--- src/rtl/r3_sdf_stage_ctrl.sv ---
// rtl/r3_sdf_stage_ctrl.sv - radix-3 SDF stage sequencer (fill/compute phases, twiddle index, flush drain)
// Optional feature macro: R3_CTRL_DROP_CNT_EN (saturating count of samples dropped while draining)
module r3_sdf_stage_ctrl #(
    parameter int D    = 9,
    parameter int CW   = 5,
    parameter int TW_W = 5
) (
    input  logic            clk,
    input  logic            rst,
    input  logic            in_valid,
    input  logic            flush,
    output logic [1:0]      phase,
    output logic            bf_en,
    output logic            fb_wr_en,
    output logic [TW_W-1:0] tw_idx,
    output logic            tw_mult_en,
    output logic            out_valid,
    output logic            pad_zero,
    output logic            frame_start,
    output logic            frame_done,
    output logic            busy,
    output logic [7:0]      drop_cnt
);
    typedef enum logic [1:0] {IDLE, RUN, DRAIN} state_t;

    localparam logic [CW-1:0] D_C    = CW'(D);
    localparam logic [CW-1:0] D2_C   = CW'(2 * D);
    localparam logic [CW-1:0] MID_C  = CW'(2 * D - 1);
    localparam logic [CW-1:0] LAST_C = CW'(3 * D - 1);

    state_t          state_q, state_d;
    logic [CW-1:0]   cnt_q, cnt_d, cnt_nx;
    logic            has_prev_q, has_prev_d, hp_nx;
    logic            wrapped_q, wrapped_d;
    logic [1:0]      phase_q, phase_d;
    logic            bf_en_q, bf_en_d, fb_wr_en_q, fb_wr_en_d;
    logic [TW_W-1:0] tw_idx_q, tw_idx_d;
    logic            tw_mult_en_q, tw_mult_en_d, out_valid_q, out_valid_d;
    logic            pad_zero_q, pad_zero_d, frame_start_q, frame_start_d;
    logic            frame_done_q, frame_done_d, busy_q, busy_d;
    logic            adv, wrap;
    logic [1:0]      k;
    logic [CW-1:0]   n_c;
    logic [TW_W-1:0] n;

    always_comb begin
        adv = (state_q == DRAIN) | in_valid;
        // Legs 1 and 2 of the previous frame leave while the current frame fills
        if (cnt_q < D_C) begin
            phase_d = 2'd0; k = 2'd1; n_c = cnt_q;
        end else if (cnt_q < D2_C) begin
            phase_d = 2'd1; k = 2'd2; n_c = cnt_q - D_C;
        end else begin
            phase_d = 2'd2; k = 2'd0; n_c = cnt_q - D2_C;
        end
        n = TW_W'(n_c);
        case (k)
            2'd1:    tw_idx_d = n;
            2'd2:    tw_idx_d = n << 1;
            default: tw_idx_d = '0;
        endcase

        wrap   = adv && (cnt_q == LAST_C);
        cnt_nx = adv ? (wrap ? '0 : cnt_q + 1'b1) : cnt_q;
        hp_nx  = has_prev_q | wrap;

        out_valid_d   = adv & ((phase_d == 2'd2) | has_prev_q);
        tw_mult_en_d  = out_valid_d & (k != 2'd0);
        bf_en_d       = adv & (phase_d == 2'd2);
        fb_wr_en_d    = adv;
        pad_zero_d    = (state_q == DRAIN);
        frame_start_d = adv && (cnt_q == '0) && (state_q != DRAIN);
        frame_done_d  = wrap;

        state_d    = state_q;
        cnt_d      = cnt_nx;
        has_prev_d = hp_nx;
        wrapped_d  = wrapped_q;
        case (state_q)
            IDLE, RUN: begin
                if (in_valid) state_d = RUN;
                // Flush is judged against the count after this cycle's sample is taken
                if (flush) begin
                    if (cnt_nx != '0) begin
                        state_d = DRAIN; wrapped_d = 1'b0;
                    end else if (hp_nx) begin
                        state_d = DRAIN; wrapped_d = 1'b1;
                    end else begin
                        state_d = IDLE;
                    end
                end
            end
            default: begin
                if (wrap) wrapped_d = 1'b1;
                if (wrapped_q && (cnt_q == MID_C)) begin
                    state_d    = IDLE;
                    cnt_d      = '0;
                    has_prev_d = 1'b0;
                    wrapped_d  = 1'b0;
                end
            end
        endcase
        busy_d = (state_d != IDLE);
    end

    always_ff @(posedge clk or posedge rst) begin
        if (rst) begin
            state_q       <= IDLE;
            cnt_q         <= '0;
            has_prev_q    <= 1'b0;
            wrapped_q     <= 1'b0;
            phase_q       <= '0;
            bf_en_q       <= 1'b0;
            fb_wr_en_q    <= 1'b0;
            tw_idx_q      <= '0;
            tw_mult_en_q  <= 1'b0;
            out_valid_q   <= 1'b0;
            pad_zero_q    <= 1'b0;
            frame_start_q <= 1'b0;
            frame_done_q  <= 1'b0;
            busy_q        <= 1'b0;
        end else begin
            state_q       <= state_d;
            cnt_q         <= cnt_d;
            has_prev_q    <= has_prev_d;
            wrapped_q     <= wrapped_d;
            phase_q       <= phase_d;
            bf_en_q       <= bf_en_d;
            fb_wr_en_q    <= fb_wr_en_d;
            tw_idx_q      <= tw_idx_d;
            tw_mult_en_q  <= tw_mult_en_d;
            out_valid_q   <= out_valid_d;
            pad_zero_q    <= pad_zero_d;
            frame_start_q <= frame_start_d;
            frame_done_q  <= frame_done_d;
            busy_q        <= busy_d;
        end
    end

`ifdef R3_CTRL_DROP_CNT_EN
    logic [7:0] drop_cnt_q, drop_cnt_d;

    always_comb begin
        drop_cnt_d = drop_cnt_q;
        if ((state_q == DRAIN) && in_valid && (drop_cnt_q != 8'hFF))
            drop_cnt_d = drop_cnt_q + 8'd1;
    end

    always_ff @(posedge clk or posedge rst) begin
        if (rst) drop_cnt_q <= '0;
        else     drop_cnt_q <= drop_cnt_d;
    end

    assign drop_cnt = drop_cnt_q;
`else
    assign drop_cnt = '0;
`endif

    assign phase       = phase_q;
    assign bf_en       = bf_en_q;
    assign fb_wr_en    = fb_wr_en_q;
    assign tw_idx      = tw_idx_q;
    assign tw_mult_en  = tw_mult_en_q;
    assign out_valid   = out_valid_q;
    assign pad_zero    = pad_zero_q;
    assign frame_start = frame_start_q;
    assign frame_done  = frame_done_q;
    assign busy        = busy_q;
endmodule

--- config.mk ---
export PLATFORM = sky130hd
export DESIGN_NAME = r3_sdf_stage_ctrl
export DESIGN_NICKNAME = d
export VERILOG_FILES = /design/src/rtl/r3_sdf_stage_ctrl.sv
export SDC_FILE = /design/constraint.sdc
export NUM_CORES = 1
export LEC_CHECK = 0
export CORE_MARGIN = 2
export CORE_UTILIZATION = 53
export DETAILED_ROUTE_END_ITERATION = 12
export PLACE_DENSITY = 0.93
export SYNTH_ARGS = -nofsm -noshare
export SYNTH_HDL_FRONTEND = slang
export SYNTH_SLANG_ARGS = --single-unit
--- constraint.sdc ---
create_clock -name clk -period 3.85 [get_ports clk]
set_input_delay 1.155 -clock clk [delete_from_list [all_inputs] [get_ports clk]]
set_output_delay 1.155 -clock clk [all_outputs]
set_load 0.01 [all_outputs]
# Word level (Yosys, flattened, before mapping)
# Cells that the tools add are included.
# W data, S select, Z words.
[word_totals]
regBits = 24
input_bits = 4
output_inout_bits = 23
wordCells = 72
[classes]
n_addsub = 3
order_cmp = 2
eq_ne = 10
mux = 25
bitwise_logic = 6
reduce_logical = 12
[ops]
columns = ["op", "n"]
rows = [
  ["$mux W5", 6],
  ["$mux W2", 10],
  ["$eq A5 B5 Y1 const B", 2],
  ["$pmux W5 S2", 1],
  ["$mux W1", 8],
  ["$eq A2 B2 Y1 const B", 3],
  ["$add A5 B1 Y5 const B", 1],
  ["$logic_not A5 Y1", 1],
  ["$lt A5 B4 Y1 const B", 1],
  ["$lt A5 B5 Y1 const B", 1],
  ["$reduce_bool A5 Y1", 1],
  ["$sub A5 B4 Y5 const B", 1],
  ["$sub A5 B5 Y5 const B", 1],
  ["$eq A2 B1 Y1 const B", 2],
  ["$logic_and A1 B1 Y1", 4],
  ["$ne A2 B2 Y1 const B", 2],
  ["$reduce_bool A2 Y1", 2],
  ["$and A1 B1 Y1", 3],
  ["$ne A3 B3 Y1 const B", 1],
  ["$or A1 B1 Y1", 3],
  ["$reduce_and A3 Y1", 1],
  ["$reduce_bool A3 Y1", 1],
  ["$logic_not A2 Y1", 1],
  ["$reduce_or A2 Y1", 1],
]

# Longest topological paths before layout
[logic_depth]
word_depth = 10
depth_mapped = 10
depth_no_buf = 8

# Worst setup path after synthesis
# No wires, ideal clock.
[synth_path]
kind = "input to register"
startpoint = "input in_valid"
endpoint = "register busy_q, in the netlist busy"
setup_time_ns = 0.131
arrival_time_ns = 2.039
t_required_ns = 3.719
slack_ns = 1.680
cell_stages = 5
n_path_buf = 0
path_cell_list = "o21ai_1 mux2i_1 o21a_1 a31oi_1 or3_1"
[synth_via]
elab_chain_len = 9
elab_cells_between_ends = 12
cone_classes = "7 x mux; 2 x bitwise; 3 x reduce/logical"
[synth_rtl]
columns = ["element", "line", "rtl"]
rows = [
  ["from (decl)", "10", "input logic in_valid,"],
  ["$or A1 B1 Y1", "47", "adv = (state_q == DRAIN) | in_valid;"],
  ["$logic_and A1 B1 Y1", "63", "wrap = adv && (cnt_q == LAST_C);"],
  ["$mux W5 (2 in a row)", "64", "cnt_nx = adv ? (wrap ? '0 : cnt_q + 1'b1) : cnt_q;"],
  ["$reduce_bool A5 Y1", "84", "if (cnt_nx != '0) begin"],
  ["$mux W2", "84", ""],
  ["$mux W2 *", "83", "if (flush) begin"],
  ["$mux W2 *", "79", "case (state_q)"],
  ["$reduce_bool A2 Y1 *", "103", "busy_d = (state_d != IDLE);"],
  ["via busy_d", "40", "logic frame_done_q, frame_done_d, busy_q, busy_d;"],
  ["to (signal assigned)", "136", "busy_q <= busy_d;"],
  ["to (decl)", "40", ""],
]
# Mark *: on every way through the listed nets, which the timed path passes. The rest lies on a longest branch.
# A chain may end at the register's enable or synchronous reset.

# Final worst setup path
# Ends and elaborated chain as after synthesis.

==> flow_summary.yaml <==
run_status:
  status: "completed"
die:
  core_um2: 2190
  fp-row-count: 17
  io_pins: 27
  die_area_um2: 2700
  die_h_um: 52.0
  die_w_um: 52.0
  initial_core_util_pct: 55.7
finish:
  nets: 153
  syn2layout_area_growth_pct: 15.9
  final_util_pct: 64.5
  final.fill_count: 162
  diodes: 0
  drive_gt1_share_pct: 7.04
timing:
  hold_ws_ps: 590
  worst_pin_slew_ps: 845
  setup_viol: 0
  fin_crit_sh_pct: 68.9
  fin_tns_setup_ps: 0
  max_freq_mhz: 377
  skew_ps: 1.50
  drv_slew: 0
  hold_viol_final: 0
  rsz0062_at_grt: "false"
  relSlewSlack_pct: 43.6
  final.min_clock_period_ps: 2650
critical_path:
  cpPeakStageDelay_ps: 580
  slowest_stage: "clkdlybuf4s50_1"
  crit_path_start_kind: "primary input"
  worstSetupEndpointType: "flip-flop"
  path_delay_family: "buffers and inverters"
  path_cells: "clkdlybuf4s50_1, o21ai_1, mux2i_1, o21a_1, a31oi_1, or3_1"
  path_max_fanout: 5
  critical_path_arrival_ps: 2850
  path_class: "in -> reg"
  path_buf_inv: 1
  required_ps: 4050
pwr:
  seqPwrFrac_pct: 40.5
  p_int_mw: 0.664
  power_leakage_nw: 0.665
  total_power_mw: 1.13
  vdd_drop_max_mv: 0.461
  swShare_pct: 41.1
  powerDensity_nw_per_um2: 797
  pwr-share-comb_pct: 48.1
  clockPowerShare_pct: 11.4
  p_sw_mw: 0.463
cts:
  insertion_delay_ps: 310
  cts_setup_buffers: 0
  cts_hold_buf: 0
  cts_resized: 0
  cts_tree: "yes"
  numCtsBuffers: 3
  cts_sinks: 24
  cts_buffer_depth: 2
  cts-root-buf: "clkbuf_4"
  htree_levels: 1
  clkTransAtPathRegs_ps: 120
global_route:
  grt_overflow_total: 0
  grt_pass1_vias: 867
  grt_max_degree: 25
  grt_pass1_wl_mm: 3.85
  antenna_found_initial: 0
  track_usage_pct: 19.8
yosys:
  postSynth.asyncResetShare_pct: 100
  synthMuxAreaShare_pct: 1.64
  ys_ff_latch: 24
  synth.distinct_cells: 37
  ys_warn_count: 0
  yosysSeqAreaShare_pct: 49.2
  syn_avg_cell_area_um2: 9.68
  synth_edf_count: 0
  syn_area_um2: 1220
  synth-compound-area-share_pct: 12.6
  yosys.area_share.simple_pct: 19.3
  synthXorXnorAreaFrac_pct: 0.718
  synth_ff_type: "dfrtp_1"
  synthCells: 126
  synthAdderAreaFrac_pct: 6.15
  synth_top_family_by_area: "simple AND/OR/NAND/NOR gates"
job:
  max-cap-violations: 0
route:
  wire_per_inst_um: 13.1
  route.antenna.remaining_nets: 0
  vias: 957
  drc: 0
  vias_per_cell: 5.63
  dr.pass1.iters: 4
  drt_iter0_markers: 59
  totalWireLength_mm: 2.23
placed_design:
  dpl.hpwl_mm: 1.60
  io_buffers: 18
  gp_congestion: 0.884
hold_path:
  hold_path_class: "reg -> reg"
-- kinds of logic after synthesis --
group	Yosys count
DFF	24
muxes	2
xor gates and xnor gates	1
buffers and inverters	22
AOI/OAI and AO/OA	25
adders and majority gates	6
other	1
and+or+nand+nor	45
-- cell usage after synthesis (2+ instances only) --
library cell	count	share of area [%]
o32ai_1	2	1.4
a21oi_1	9	3.7
o21a_1	2	1.2
nand2_1	10	3.1
a31oi_1	2	1.0
o22ai_1	3	1.5
nor3_1	6	2.5
buf_4	8	4.9
ha_1	6	6.2
mux2i_1	2	1.6
o21ai_1	3	1.2
dfrtp_1	24	49
inv_1	5	1.5
inv_2	3	0.92
nor2_1	15	4.6
buf_2	4	1.6
nand2b_1	2	1.0
-- worst paths after layout --
kind,start,end,slack [ps],cells after the start
max,in_valid,busy$_DFF_PP0_,1200,6
min,has_prev_q$_DFF_PP0_,out_valid$_DFF_PP0_,590,1
max reg2reg,cnt_q[0]$_DFF_PP0_,busy$_DFF_PP0_,1570,8
min reg2reg,has_prev_q$_DFF_PP0_,out_valid$_DFF_PP0_,590,1
max in group asynchronous,rst,cnt_q[0]$_DFF_PP0_,2030,2
min in group asynchronous,rst,pad_zero$_DFF_PP0_,1310,2
-- layout by cell type (no fill, tap or decap), types with 3 or more instances in the layout --
cell type	synthesis	final
a21oi_1	9	9
clkbuf_4	0	3
clkdlybuf4s50_1	0	18
conb_1	1	8
dfrtp_1	24	24
ha_1	6	6
inv_1	5	5
inv_2	3	3
nand2_1	10	10
nor2_1	15	15
nor3_1	6	6
o21ai_1	3	3
o22ai_1	3	3
-- cell type report --
class | instances | area (µm²) | share of cell area (%)
sequential | 24 | 601 | 42.5
multi-input combinational | 87 | 523 | 37.0
timing repair buffer | 18 | 180 | 12.7
inverter | 9 | 38.8 | 2.74
clock buffer | 4 | 36.3 | 2.57
tap | 28 | 35.0 | 2.48
-- per-layer routing --
metal,share of wire (%),track usage (%)
met1,39,23.0
met4,4.4,11.0
met3,8.2,3.45
met2,48,34.2
met5,0,0
-- power groups by stage --
stage	sequential [mW]	clock (mW)	combinational [mW]
floorplan	0.429	0	0.382
global placement	0.454	0	0.513
detailed placement	0.458	0	0.530
CTS	0.453	0.132	0.537
global route	0.470	0.147	0.599
finish	0.457	0.128	0.543
-- sequential cells by signal (all words and copies together), names as in the netlist --
register,flops
frame_start,1
busy,1
pad_zero,1
tw_mult_en,1
out_valid,1
tw_idx,5
state_q,2
bf_en,1
fb_wr_en,1
wrapped_q,1
cnt_q,5
phase,2
has_prev_q,1
frame_done,1
-- per-stage QoR --
stage | area (µm²) | std cells | worst slack (ps)
global route | 1410 | 170 | 1150
CTS | 1410 | 170 | 1250
finish | 1410 | 170 | 1200
detailed placement | 1380 | 166 | 905
floorplan | 1250 | 133 | 1680
global placement | 1380 | 166 | 1000
(Power assumes the default switching activity.)
